## config.mk

```make
export PLATFORM = sky130hd
export DESIGN_NAME = dmux8_scheduler
export DESIGN_NICKNAME = d
export VERILOG_FILES = /design/src/rtl/dmux8_scheduler.sv
export SDC_FILE = /design/constraint.sdc
export NUM_CORES = 1
export LEC_CHECK = 0
export CORE_ASPECT_RATIO = 0.8
export CORE_UTILIZATION = 48
export DETAILED_ROUTE_END_ITERATION = 12
export PLACE_DENSITY = 0.92
export REMOVE_ABC_BUFFERS = 1
export SYNTH_ARGS = -nofsm -noshare
export SYNTH_HDL_FRONTEND = slang
export SYNTH_SLANG_ARGS = --single-unit
```

## constraint.sdc

```tcl
create_clock -name clk -period 3 [get_ports clk]
set_input_delay 0.3 -clock clk [delete_from_list [all_inputs] [get_ports clk]]
set_output_delay 0.3 -clock clk [all_outputs]
set_load 0.03 [all_outputs]
```

## src/rtl/dmux8_scheduler.sv

```systemverilog
// Valid/ready front end for the 8-way demux: one-entry holding register,
// addressed or round-robin lane choice, one-hot registered lane strobes.
module dmux8_scheduler #(
  parameter int WIDTH     = 16,
  parameter int NUM_LANES = 8
) (
  input  logic                 clk,
  input  logic                 reset,
  input  logic                 in_valid,
  output logic                 in_ready,
  input  logic [WIDTH-1:0]     in,
  input  logic                 in_addressed,
  input  logic [2:0]           in_dest,
  output logic [WIDTH-1:0]     out,
  output logic [2:0]           sel,
  output logic [NUM_LANES-1:0] out_valid,
  input  logic [NUM_LANES-1:0] out_ready,
  output logic                 busy,
  output logic [15:0]          sent_count
);

  typedef enum logic {EMPTY = 1'b0, FULL = 1'b1} state_t;

  typedef struct packed {
    logic [WIDTH-1:0] data;
    logic [2:0]       lane;
  } hold_t;

  state_t     state;
  hold_t      hold;
  logic [2:0] rr_ptr;
  logic [2:0] nsel;
  logic       deliver;
  logic       xfer;

  assign deliver  = (state == FULL) && out_ready[hold.lane];
  assign in_ready = !reset && ((state == EMPTY) || out_ready[hold.lane]);
  assign xfer     = in_valid && in_ready;
  assign nsel     = in_addressed ? in_dest : rr_ptr;

  assign out  = hold.data;
  assign sel  = hold.lane;
  assign busy = (state == FULL);

  always_ff @(posedge clk) begin
    if (reset) begin
      state      <= EMPTY;
      hold       <= '0;
      rr_ptr     <= '0;
      sent_count <= '0;
    end else begin
      if (deliver) sent_count <= sent_count + 16'd1;
      if (xfer) begin
        state     <= FULL;
        hold.data <= in;
        hold.lane <= nsel;
        if (!in_addressed) rr_ptr <= rr_ptr + 3'd1;
      end else if (deliver) begin
        state <= EMPTY;
      end
    end
  end

  // Per-lane strobe: set on accept to that lane, cleared when the word leaves.
  for (genvar i = 0; i < NUM_LANES; i++) begin : g_lane
    always_ff @(posedge clk) begin
      if (reset)        out_valid[i] <= 1'b0;
      else if (xfer)    out_valid[i] <= (nsel == 3'(i));
      else if (deliver) out_valid[i] <= 1'b0;
    end
  end

endmodule
```

# ---- Word-level counts from Yosys, hierarchy flattened
# Cells that the tools add are included.
dict set report op_classes {
  add_sub_neg 2
  magnitude_cmp 1
  n_eq_ne 7
  muxes 13
  bitwise_logic 2
  reduce_logical 8
}
# operator count
set op_table {}
lappend op_table {{$add 16x1->16 const B} 1}
lappend op_table {{$eq 3x3->1 const B} 4}
lappend op_table {{$mux 1} 11}
lappend op_table {{$eq 3x2->1 const B} 2}
lappend op_table {{$lt 3x4->1 const B} 1}
lappend op_table {{$add 3x1->3 const B} 1}
lappend op_table {{$bmux 1 s3} 1}
lappend op_table {{$eq 3x1->1 const B} 1}
lappend op_table {{$logic_and 1x1->1} 3}
lappend op_table {{$logic_not 3->1} 1}
lappend op_table {{$mux 3} 1}
lappend op_table {{$not 1->1} 2}
lappend op_table {{$reduce_and 2->1} 1}
lappend op_table {{$reduce_bool 2->1} 1}
lappend op_table {{$logic_not 1->1} 1}
lappend op_table {{$logic_or 1x1->1} 1}
dict set report word_totals {
  reg_bits 47
  in_bits 31
  out_inout_bits 45
}

# ---- Logic depth before layout (Yosys ltp)
dict set report depth {
  ltp_word 6
  mapped_depth 8
  ltp_nobuf 5
}

# ---- Worst setup path before layout
# Ideal clock, no wire load.
dict set report synth_path {
  kind {flip-flop to output port}
  startpoint {register hold (netlist bit sel[0])}
  endpoint {output in_ready}
  t_arrival_ns 1.953
  t_required_ns 2.700
  slack_ns 0.747
  stages_incl_launch_ff 8
  cell_sequence {dfxtp_1 -> buf_4 -> mux2_4 -> a2bb2oi_4 -> a31oi_2 -> buf_6 -> clkbuf_1 -> nor2_1}
}
dict set report synth_via {
  elab_chain_len 4
}
# element line_no
set synth_rtl {}
lappend synth_rtl {{start, declared} 30} ;# hold_t hold;
lappend synth_rtl {{$bmux 1 s3} 37} ;# assign in_ready = !reset && ((state == EMPTY) || out_ready[hold.lane]);
lappend synth_rtl {{$mux 1 (not written as such)} 37}
lappend synth_rtl {{$logic_or 1x1->1} 37}
lappend synth_rtl {{$logic_and 1x1->1} 37}
lappend synth_rtl {{end, declared} 10} ;# output logic in_ready,
# No other way between the ends. The select of a mux whose other input is x is not followed.

# ---- Worst setup path in the final report
# Ends and elaborated chain as after synthesis.

==> results.md <==
* Status: completed
* H-tree depth at 2
* Post-DP HPWL at 4.01 mm
* # diodes at 0
* Number of CTS-inserted buffers at 5
* Skew final at 0.00573 ns
* Routed vias at 2,178
* PortBufs at 75
* Final core utilization at 70.8%
* First-pass GRT wire length at 9.34 mm
* Nets at 357
* Global Route Usage Sum at 25.4%
* Worst slew margin at 63.1%
* Crit path DAT at 2.41 ns
* Largest net degree at the start of global routing at 49
* Die width at 77.0 um
* Pwr Total at 1.30 mW
* TNS Setup at 0 ns
* Final Max Tran Viols at 0
* Synth unique cells at 45
* Latest clock arrival within the worst-skew pair at 0.30 ns
* Wire length per cell at 15.2 um
* Post-synthesis cell area at 0.00216 mm2
* Pleak at 1.05 nW
* Sequential element share of the synthesized area at 43.5%
* Hold Path Class: reg -> reg
* # rows at 21
* Syn Inst Count at 255
* Post-synth top area cell: dfxtp_1
* PwrDens at 431 mW/mm2
* 1st-iter DRT viols at 197
* Top_reg_cell synth: dfxtp_1
* Hold bufs inserted after CTS at 0
* Fmax at 369 MHz
* Top-area cell type share of the netlist area at 43.5%
* Grt total ovfl at 0
* Gpl congestion at 0.815
* Final wirelength at 5.79 mm
* Synth top cells by count: dfxtp_1, a21oi_1, o21ai_0, nand3_1, nand2_1
* Critical path class: reg -> out
* RSZ-0062 raised after global routing: no
* Clock sink total at 47
* CP startpoint kind: flop
* CTS tree: built
* Top-count cell post-synth: dfxtp_1
* Initial antenna violation count at 0
* Routed Antenna Nets at 0
* Die area at 0.00478 mm2
* Worst Path Required at 2.70 ns
* Max-Cap Viols at 0
* Synth warn at 0
* Max FO, Critical Path at 9
* Die H at 62.0 um
* Vias in the first global route at 1,948
* Hold Violations, Final at 0
* Syn Area/Cell at 8.48 um2
* Initial core utilization at 50.8%
* Ys async rst share at 0%
* Core box area at 0.00426 mm2
* Critical path capture point type: primary output
* # resized after CTS at 0
* Minimum clock period at 2.71 ns
* Post-route DRC violation count at 0
* Area growth syn-to-layout at 39.5%
* Post-synth EDFFs at 0
* CTS clk-pin slew, worst paths at 0.08 ns
* Max VDD drop at 0.305 mV
* Final setup viols at 0
* Post-CTS Setup Inserts at 0
* Initial DRT Pass Iterations at 4
* Routed vias/inst at 5.70
* Root buf cell: clkbuf_8
* Area contributors post-synth: dfxtp_1, a21oi_1, o21ai_0, nand3_1, nand2_1
* Slew @ Worst Pin at 0.552 ns
* Clock tree buffer depth at 2
* I/O pin total at 76
* Number of synthesized register bits at 47
* Layout cells sized above 1 at 5.85%
* Period utilization at 90.3%
report_power, final:
group / internal (mW) / total, mW / switching [mW]
Clock: 0.164 / 0.370 / 0.206
Sequential: 0.647 / 0.668 / 0.0203
Combinational: 0.116 / 0.262 / 0.147
Total: 0.927 / 1.30 / 0.373
cells in the final DEF (no fill, tap or decap), types with 3 or more instances in the layout:
cell type | netlist | final
a21oi_1 | 36 | 36
buf_4 | 1 | 3
clkbuf_8 | 0 | 5
clkdlybuf4s50_1 | 0 | 75
dfxtp_1 | 47 | 47
inv_1 | 6 | 6
mux2i_1 | 6 | 6
nand2_1 | 19 | 19
nand3_1 | 22 | 22
nand4_1 | 5 | 5
nor2_1 | 14 | 14
o21ai_0 | 24 | 24
o31ai_1 | 5 | 5
o32ai_1 | 4 | 4
or3_1 | 8 | 8
or4_1 | 6 | 6
xor2_1 | 3 | 3
layout make-up:
class / count / area [um2]
tap: 57 / 71.3
sequential: 47 / 941
timing repair buffer: 78 / 773
clock buffer: 7 / 76.3
clock inverter: 1 / 5.00
multi-input combinational: 186 / 1130
fill: 347 / 1240
inverter: 6 / 22.5
layer usage:
| metal | GRT usage [%] | vias up | part of all wire (%) |
|---|---|---|---|
| met5 | 0 | - | 0 |
| met4 | 10.8 | 0 | 1.1 |
| met3 | 9.34 | 6 | 9.9 |
| met2 | 40.8 | 94 | 47 |
| met1 | 31.5 | 1005 | 42 |
| li1 | - | 1073 | - |
worst max-delay path, cell delays in order, from the launching register on:
cell,delay [ns]
dfxtp_1,0.55
mux2i_1,0.26
nand3b_1,0.30
a31oi_2,0.32
nor2_1,0.08
clkdlybuf4s50_1,0.59
per-stage QoR:
stage          cells  worst slack (ns)  hold slack (ns)  area, um2
6_report         382             0.292            0.456       3020
2_1_floorplan    239             0.600            0.369       2090
5_1_grt          382             0.136            0.493       3020
4_1_cts          382             0.300            0.459       3020
3_5_place_dp     374             0.502            0.446       2930
3_3_place_gp     374             0.553            0.442       2930
final timing paths:
path                      from           end  slack [ns]  cells after the start
setup / recovery        sel[0]      in_ready        0.29                      5
hold / removal    out_valid[1]  out_valid[1]        0.46                      2
setup reg to reg        sel[0]  out_valid[4]        0.76                      6
hold reg to reg   out_valid[1]  out_valid[1]        0.46                      2
sequential cells by signal (all words and copies together) (netlist names):
| name | cells |
|---|---|
| out_valid | 8 |
| rr_ptr | 3 |
| out | 16 |
| sel | 3 |
| sent_count | 16 |
| busy | 1 |
logic make-up (layout without fill, tap and decap cells):
logic type	after synthesis	count (layout)	synth area share, %
flops	47	47	43.5
compound gates	82	82	23.0
xor+xnor	4	4	1.62
simple gates	90	90	22.3
fa+ha+maj	2	2	1.16
buf+inv	22	92	4.40
mux	8	8	3.99
(Power assumes the default switching activity.)
